===== src/rtl/sdr_arb_16_pkg.sv =====
// Shared definitions for the SDRAM front-end arbiter: refresh default,
// pending counter width and arbiter state encoding.
package sdr_arb_16_pkg;

    localparam int REFRESH_INTERVAL_DEF = 390;
    localparam int PEND_W               = 4;

    typedef enum logic [1:0] {
        ARB  = 2'b00,
        GNT  = 2'b01,
        BUSY = 2'b10
    } arb_state_e;

endpackage


===== src/rtl/sdr_refresh_timer.sv =====
// Periodic refresh tick plus a saturating count of refreshes not yet
// acknowledged by the command FSM; refresh_ovf latches a lost tick.
module sdr_refresh_timer
    import sdr_arb_16_pkg::*;
#(
    parameter int refresh_interval = REFRESH_INTERVAL_DEF,
    parameter int max_postponed    = 8
) (
    input  logic              sdram_clk,
    input  logic              sdram_rst,
    input  logic              cmd_aref_i,
    output logic [PEND_W-1:0] pending_o,
    output logic              refresh_ovf_o
);

    localparam int                TW     = $clog2(refresh_interval);
    localparam logic [TW-1:0]     RELOAD = TW'(refresh_interval - 1);
    localparam logic [PEND_W-1:0] PMAX   = PEND_W'(max_postponed);

    logic [TW-1:0]     timer_q, timer_d;
    logic [PEND_W-1:0] pend_q, pend_d;
    logic              ovf_q, ovf_d;
    logic              tick;

    always_comb begin
        tick    = (timer_q == '0);
        timer_d = tick ? RELOAD : timer_q - 1'b1;
        pend_d  = pend_q;
        // A tick arriving on a full counter is a refresh that can never be issued.
        ovf_d   = ovf_q | (tick && (pend_q == PMAX));
        if (tick && !cmd_aref_i && (pend_q != PMAX))
            pend_d = pend_q + 1'b1;
        else if (!tick && cmd_aref_i && (pend_q != '0))
            pend_d = pend_q - 1'b1;
    end

    always_ff @(posedge sdram_clk or posedge sdram_rst) begin
        if (sdram_rst) begin
            timer_q <= RELOAD;
            pend_q  <= '0;
            ovf_q   <= 1'b0;
        end else begin
            timer_q <= timer_d;
            pend_q  <= pend_d;
            ovf_q   <= ovf_d;
        end
    end

    assign pending_o     = pend_q;
    assign refresh_ovf_o = ovf_q;

endmodule


===== src/rtl/sdr_arb_16.sv =====
// Round-robin arbiter sharing the SDRAM command FSM between ingress FIFO
// ports, with refresh requests always served ahead of new grants.
module sdr_arb_16
    import sdr_arb_16_pkg::*;
#(
    parameter int nr_of_ports      = 4,
    parameter int refresh_interval = REFRESH_INTERVAL_DEF,
    parameter int max_postponed    = 8
) (
    input  logic                   sdram_clk,
    input  logic                   sdram_rst,
    input  logic [nr_of_ports-1:0] port_empty,
    input  logic                   state_idle,
    input  logic                   cmd_aref,
    output logic [nr_of_ports-1:0] fifo_sel,
    output logic                   fifo_empty,
    output logic                   refresh_req,
    output logic                   refresh_ovf
);

    localparam int LW = (nr_of_ports > 1) ? $clog2(nr_of_ports) : 1;

    arb_state_e             state_q, state_d;
    logic [nr_of_ports-1:0] sel_q, sel_d;
    logic [LW-1:0]          last_q, last_d, winner;
    logic [PEND_W-1:0]      pending;

    // First requester after 'last', wrapping; scanned backwards so the nearest wins.
    function automatic logic [LW-1:0] rr_pick(input logic [nr_of_ports-1:0] req,
                                              input logic [LW-1:0]          last);
        int idx;
        rr_pick = last;
        for (int k = nr_of_ports; k >= 1; k--) begin
            idx = (int'(last) + k) % nr_of_ports;
            if (req[idx]) rr_pick = idx[LW-1:0];
        end
    endfunction

    sdr_refresh_timer #(
        .refresh_interval(refresh_interval),
        .max_postponed   (max_postponed)
    ) u_refresh (
        .sdram_clk    (sdram_clk),
        .sdram_rst    (sdram_rst),
        .cmd_aref_i   (cmd_aref),
        .pending_o    (pending),
        .refresh_ovf_o(refresh_ovf)
    );

    always_comb begin
        winner  = rr_pick(~port_empty, last_q);
        state_d = state_q;
        sel_d   = sel_q;
        last_d  = last_q;
        case (state_q)
            ARB: begin
                if (state_idle && (pending == '0) && (|(~port_empty))) begin
                    state_d        = GNT;
                    sel_d          = '0;
                    sel_d[winner]  = 1'b1;
                    last_d         = winner;
                end
            end
            GNT:     state_d = BUSY;
            BUSY:    if (state_idle) state_d = ARB;
            default: state_d = ARB;
        endcase
    end

    always_ff @(posedge sdram_clk or posedge sdram_rst) begin
        if (sdram_rst) begin
            state_q <= ARB;
            sel_q   <= '0;
            last_q  <= LW'(nr_of_ports - 1);
        end else begin
            state_q <= state_d;
            sel_q   <= sel_d;
            last_q  <= last_d;
        end
    end

    assign fifo_sel    = sel_q;
    assign fifo_empty  = (state_q == ARB) ? 1'b1 : |(port_empty & sel_q);
    // Masking in GNT keeps a refresh and a grant from reaching the FSM together.
    assign refresh_req = (pending != '0) && (state_q != GNT);

endmodule


===== config.mk =====
export PLATFORM = sky130hd
export DESIGN_NAME = sdr_arb_16
export DESIGN_NICKNAME = d
export VERILOG_FILES = /design/src/rtl/sdr_arb_16_pkg.sv /design/src/rtl/sdr_refresh_timer.sv /design/src/rtl/sdr_arb_16.sv
export SDC_FILE = /design/constraint.sdc
export NUM_CORES = 1
export LEC_CHECK = 0
export ABC_AREA = 1
export ABC_CLOCK_PERIOD_IN_PS = 2200
export CORE_UTILIZATION = 30
export CTS_BUF_LIST = sky130_fd_sc_hd__clkbuf_8
export CTS_CLUSTER_DIAMETER = 100
export CTS_CLUSTER_SIZE = 16
export DETAILED_ROUTE_END_ITERATION = 8
export DONT_BUFFER_PORTS = 1
export PLACE_DENSITY = 0.52
export SETUP_SLACK_MARGIN = 0.5
export SYNTH_ARGS = -nofsm -noshare
export SYNTH_HDL_FRONTEND = slang
export SYNTH_SLANG_ARGS = --single-unit

===== constraint.sdc =====
create_clock -name sdram_clk -period 2.2 [get_ports sdram_clk]
set_clock_uncertainty 0.15 [all_clocks]
set_input_delay 0.33 -clock sdram_clk [delete_from_list [all_inputs] [get_ports sdram_clk]]
set_output_delay 0.33 -clock sdram_clk [all_outputs]
set_load 0.005 [all_outputs]

Yosys cells after proc, flatten, opt, wreduce, memory -nomap -nowiden
Cells that the tools add are included.
{"block": "word_totals", "elab_cells": 82, "input_bits": 8, "latch_bits": 0, "out_inout_bits": 7, "regBits": 22, "n_memories": 0, "romBits": 0, "ram_bits": 0}
{"block": "classes", "n_mul": 0, "mux": 25, "eq_ne": 7, "n_lt_le_gt_ge": 6, "n_reduce_logical": 24, "n_div": 0, "addsub": 7, "shift": 0, "n_bitwise": 7}
{"op": "less-than comparator 3 x 4 -> 1 bit (second input constant)", "count": 4}
{"op": "two-way mux 2 bit", "count": 6}
{"op": "two-way mux 1 bit", "count": 10}
{"op": "logical AND 1 bit", "count": 9}
{"op": "zero test 9 bit", "count": 1}
{"op": "two-way mux 9 bit", "count": 1}
{"op": "subtractor 9 x 1 -> 9 bit (second input constant)", "count": 1}
{"op": "binary-select mux 1 bit (select 2 bit)", "count": 4}
{"op": "two-way mux 4 bit", "count": 2}
{"op": "OR reduction 2 bit", "count": 4}
{"op": "OR reduction 4 bit", "count": 2}
{"op": "one-hot mux 2 bit (3 select lines)", "count": 1}
{"op": "adder 2 x 1 -> 2 bit (second input constant)", "count": 2}
{"op": "adder 2 bit (second input constant)", "count": 2}
{"op": "adder 4 x 1 -> 4 bit (second input constant)", "count": 1}
{"op": "bitwise AND 1 bit (first input constant)", "count": 4}
{"op": "bitwise AND 4 bit", "count": 1}
{"op": "equality test 4 bit (second input constant)", "count": 1}
{"op": "zero test 4 bit", "count": 1}
{"op": "inequality test 2 bit (second input constant)", "count": 2}
{"op": "inequality test 4 bit (second input constant)", "count": 1}
{"op": "NOT 4 bit", "count": 1}
{"op": "AND reduction 2 bit", "count": 2}
{"op": "nonzero test 4 bit", "count": 1}
{"op": "11 further kinds", "count": 12}

Longest topological paths before layout
{"block": "depth", "ltp_word": 14, "depth_mapped": 15, "mapped_depth_nobuf": 15}

Cells and area by module
A second synthesis with hierarchy kept.
{"block": "unflattened", "hier_cells": 192, "area_unflattened_um2": 1485.2}
{"module": "sdr_refresh_timer", "n_inst": 1, "cells_each": 93, "seq_area_each_um2": 355.3, "area_each_um2": 804.5}
{"module": "sdr_arb_16", "n_inst": 1, "cells_each": 99, "seq_area_each_um2": 202.7, "area_each_um2": 680.7}

Worst setup path after synthesis
No wires, ideal clock.
{"block": "synth_timing", "path_type": "reg2reg", "from": "register u_refresh.timer_q[0]", "to": "register u_refresh.pend_q[3], in the netlist u_refresh.pending_o[3]", "setup_ns": 0.117, "period_less_slack_ns": 2.262, "t_required_ns": 1.933, "path_buffers": 0, "arrival_time_ns": 1.995, "slack_ns": -0.062, "stages_incl_launch_ff": 16, "path_cell_list": "dfstp_2 inv_1 ha_1 nand3_2 nor3_4 nand2_4 clkinv_4 nand3_1 ha_1 nand3_1 nand2_1 nand3_1 nand2_1 nand2_1 nand2_1 nand2_1"}
{"block": "synth_between", "elab_chain_cells": 5, "elab_cells_between_ends": 8, "cone_classes": "mux (1); reduce/logical (7)"}
{"item": "from (decl)", "line_no": "sdr_refresh_timer.sv:20", "text": "logic [TW-1:0] timer_q, timer_d;"}
{"item": "from (signal assigned)", "line_no": "sdr_refresh_timer.sv:43", "text": "timer_q <= timer_d;"}
{"item": "zero test 9 bit *", "line_no": "sdr_refresh_timer.sv:26", "text": "tick = (timer_q == '0);"}
{"item": "zero test 1 bit", "line_no": "sdr_refresh_timer.sv:33", "text": "else if (!tick && cmd_aref_i && (pend_q != '0))"}
{"item": "logical AND 1 bit (2 in series)", "line_no": "sdr_refresh_timer.sv:33"}
{"item": "nonzero test 2 bit (no line)"}
{"item": "to (signal assigned)", "line_no": "sdr_refresh_timer.sv:44", "text": "pend_q <= pend_d;"}
{"item": "to (decl)", "line_no": "sdr_refresh_timer.sv:21", "text": "logic [PEND_W-1:0] pend_q, pend_d;"}
Every way passes the cells marked *; elsewhere a longest branch is shown, timed or not.
A chain may end at the register's enable or synchronous reset.

Worst setup path in the final report
{"block": "layout_timing", "from": "register u_refresh.timer_q[1]", "to": "register u_refresh.pend_q[3], in the netlist u_refresh.pending_o[3]"}
Same word-level chain as after synthesis.

==> impl_metrics.json <==
{
  "core_area_um2": 4350,
  "drv_cap": 0,
  "route.met3.wl_um": 66,
  "cts_root_buffer": "clkbuf_8",
  "cp-end-kind": "flop",
  "synth_cells": 169,
  "fmax_ghz": 0.482,
  "clkPwrFrac_pct": 12.4,
  "internal_power_mw": 1.10,
  "postSynthAreaPerCell_um2": 7.99,
  "n_fill_cell": 419,
  "dp_hpwl_mm": 1.94,
  "antenna_found_initial": 0,
  "synthAdderAreaFrac_pct": 4.26,
  "synth-simple-area-share_pct": 38.0,
  "place_congestion": 0.791,
  "grt_overflow_total": 0,
  "slowest_stage": "dfrtp_1",
  "hold_viol_final": 0,
  "status": "completed",
  "cp.required_ns": 2.20,
  "pwr-share-seq_pct": 33.2,
  "async_flop_share_pct": 100,
  "synth-xor-area-share_pct": 4.54,
  "die_w_um": 69.1,
  "drt-total-wl_mm": 2.89,
  "routed.top_layer": "met4",
  "firstDrtPassIters": 2,
  "yosys_warnings": 0,
  "drt_iter0_drc": 31,
  "placed_area_um2": 1480,
  "grt_max_degree": 23,
  "dieHeight_um": 69.1,
  "port_buffers": 0,
  "comb_power_share_pct": 54.4,
  "ys_types": 31,
  "synth_mux_area_share_pct": 0,
  "htree_levels": 1,
  "slew_viol_final": 0,
  "p_per_area_nw_per_um2": 1080,
  "final_cell_mix": "nand2_1 (45), buf_4 (23), nand2_2 (17), dfrtp_1 (14), inv_1 (13)",
  "ctsLongestPathBuffers": 2,
  "place_ws_ns": 0.0184,
  "rows": 24,
  "startpoint_type": "flop",
  "syn2layout_area_growth_pct": 35.3,
  "grt_setup_unrepaired": "yes",
  "final_common_cell": "nand2_1",
  "hold_slack_ns": 0.110,
  "worst_slack_ns": 0.125,
  "wirelength_met1_mm": 1.37,
  "slew_headroom_pct": 77.9,
  "crit_chain": "inv_2 -> ha_4 -> nand3_4 -> nor3_4 -> nand2_4 -> clkinv_4 -> nand3_4 -> ha_4 -> nand3_2 -> nand2_2 -> nand3_2 -> nand2_2 -> nand2_1 -> nand2_1 -> nand2_1",
  "wl_per_cell_um": 11.6,
  "synth-seq-area-share_pct": 41.3,
  "cts_tree": "built",
  "swShare_pct": 44.0,
  "ys_ff_latch": 22,
  "p_switching_mw": 0.864,
  "hold_path.class": "in2reg",
  "num_vias": 1127,
  "syn_area_um2": 1350,
  "vias_per_cell": 4.51,
  "final_layout_size_suffix_gt1_share_pct": 43.9,
  "met2_length_mm": 1.44,
  "synth_compound_area_share_pct": 4.45,
  "synth_edf_count": 0,
  "worst_pin_slew_ns": 0.331,
  "grt_pass1_vias": 1135,
  "irDropWorstVdd_v": 0.000437,
  "final_antenna_net_count": 0,
  "setup_violations": 0,
  "cts_num_sinks": 22,
  "stdcell_area_um2": 1830,
  "drcViolationCount": 0,
  "cp_data_arrival_time_ns": 2.08,
  "period_share_pct": 94.3,
  "max_stage_delay_ns": 0.39,
  "worstSetupPathType": "reg2reg",
  "start_util_pct": 31.0,
  "crit_fanout": 3,
  "clock_latency_ns": 0.25,
  "antenna_cells": 0,
  "layout_min_cycle_time_ns": 2.08,
  "cts_buffers": 3,
  "num_io_pins": 15,
  "track_usage_pct": 12.5,
  "dieArea_um2": 4770,
  "nNetsFinal": 212,
  "ys.flop_type": "dfrtp_1",
  "crit_top_cell": "nand2_1",
  "grt_pass1_wl_mm": 4.86,
  "leakagePower_nw": 0.887,
  "clk_pin_slew_ns": 0.07,
  "syn_nets": 181,
  "synth_top_family_by_area": "simple AND/OR/NAND/NOR gates"
}
## power groups by stage
stage / clock network, mW / logic (mW) / registers (mW)
2_1_floorplan: 0 / 0.653 / 0.615
3_3_place_gp: 0 / 0.739 / 0.668
3_5_place_dp: 0 / 0.735 / 0.664
4_1_cts: 0.262 / 0.885 / 0.647
5_1_grt: 0.273 / 1.22 / 0.669
6_report: 0.243 / 1.07 / 0.653
## cells in the mapped netlist (2+ instances only)
| cell type | number | share of area [%] |
|---|---|---|
| nand3b_1 | 2 | 1.1 |
| nor2_1 | 13 | 3.6 |
| ha_1 | 3 | 2.8 |
| o21ai_0 | 2 | 0.74 |
| dfrtp_1 | 16 | 30 |
| nand4_1 | 3 | 1.4 |
| o21ai_1 | 3 | 1.1 |
| dfstp_2 | 6 | 12 |
| inv_2 | 2 | 0.56 |
| xor2_1 | 6 | 3.9 |
| nand2_2 | 3 | 1.4 |
| nand3_1 | 8 | 3.0 |
| nand2_4 | 2 | 1.7 |
| nor2_2 | 3 | 1.4 |
| a21oi_1 | 4 | 1.5 |
| inv_1 | 17 | 4.7 |
| nand2_1 | 62 | 17 |
## layout make-up
type / instances / area (µm²) / share of cell area, %
clock buffers: 3 / 41.3 / 2.26
inverters: 21 / 91.3 / 5.00
multi-input cells: 125 / 843 / 46.2
flip-flops and latches: 22 / 561 / 30.7
well taps: 52 / 65.1 / 3.56
repair buffers: 27 / 225 / 12.3
## sequential cells by signal (all words and copies together), names as in the netlist
signal	flops
fifo_sel	4
u_refresh.pending_o	4
state_q	2
u_refresh.timer_q	9
u_refresh.refresh_ovf_o	1
last_q	2
## worst max-delay path: cells and delay by family (launching register included)
family | cells | cell delay [ns]
fa+ha+maj | 2 | 0.45
buf+inv | 2 | 0.13
flops | 1 | 0.39
simple gates | 11 | 0.86
## timing repair
| item | 4_1_cts | 5_1_grt |
|---|---|---|
| setup endpoints to repair | 9 | 11 |
| cloned | 0 | 0 |
| pin swaps | 11 | 12 |
| hold endpoints to repair | 16 | 0 |
| setup buffers | 11 | 9 |
| resized for setup | 13 | 29 |
| hold buffers | 1 | 0 |
## cells by family (layout without fill, tap and decap cells)
logic type               after synthesis  after routing
AO/OA/AOI/OAI                         11             11
XOR/XNOR                               7              7
adder cells (fa/ha/maj)                4              4
buffers and inverters                 22             51
flip-flops                            22             22
AND/OR/NAND/NOR                      103            103
## routing by layer
layer  GRT usage, %  up-vias
met4           4.08        0
met3           2.49        2
met5              0        -
met2           21.4       11
li1               -      592
met1           15.7      522
## path summary, 6_finish.rpt
path / start / end / slack (ns) / depth (start not counted)
max in group asynchronous: sdram_rst / u_refresh.timer_q[0] / 1.22 / 3
setup reg to reg: u_refresh.timer_q[1] / u_refresh.pending_o[3] / 0.12 / 15
hold / removal: state_idle / last_q[0] / 0.11 / 2
setup / recovery: u_refresh.timer_q[1] / u_refresh.pending_o[3] / 0.12 / 15
hold reg to reg: u_refresh.timer_q[0] / u_refresh.timer_q[0] / 0.31 / 1
min in group asynchronous: sdram_rst / u_refresh.timer_q[4] / 0.40 / 3
## metrics by stage
step / utilization, % / total power, mW / instances / TNS (ns)
global route: 42.0 / 2.16 / 250 / -0.0184
finish: 42.0 / 1.97 / 250 / 0
detailed placement: 33.9 / 1.40 / 226 / 0
CTS: 38.6 / 1.79 / 241 / 0
floorplan: - / 1.27 / 169 / 0
global placement: 33.9 / 1.41 / 226 / 0
No activity file was read; power rests on OpenSTA's default activity.
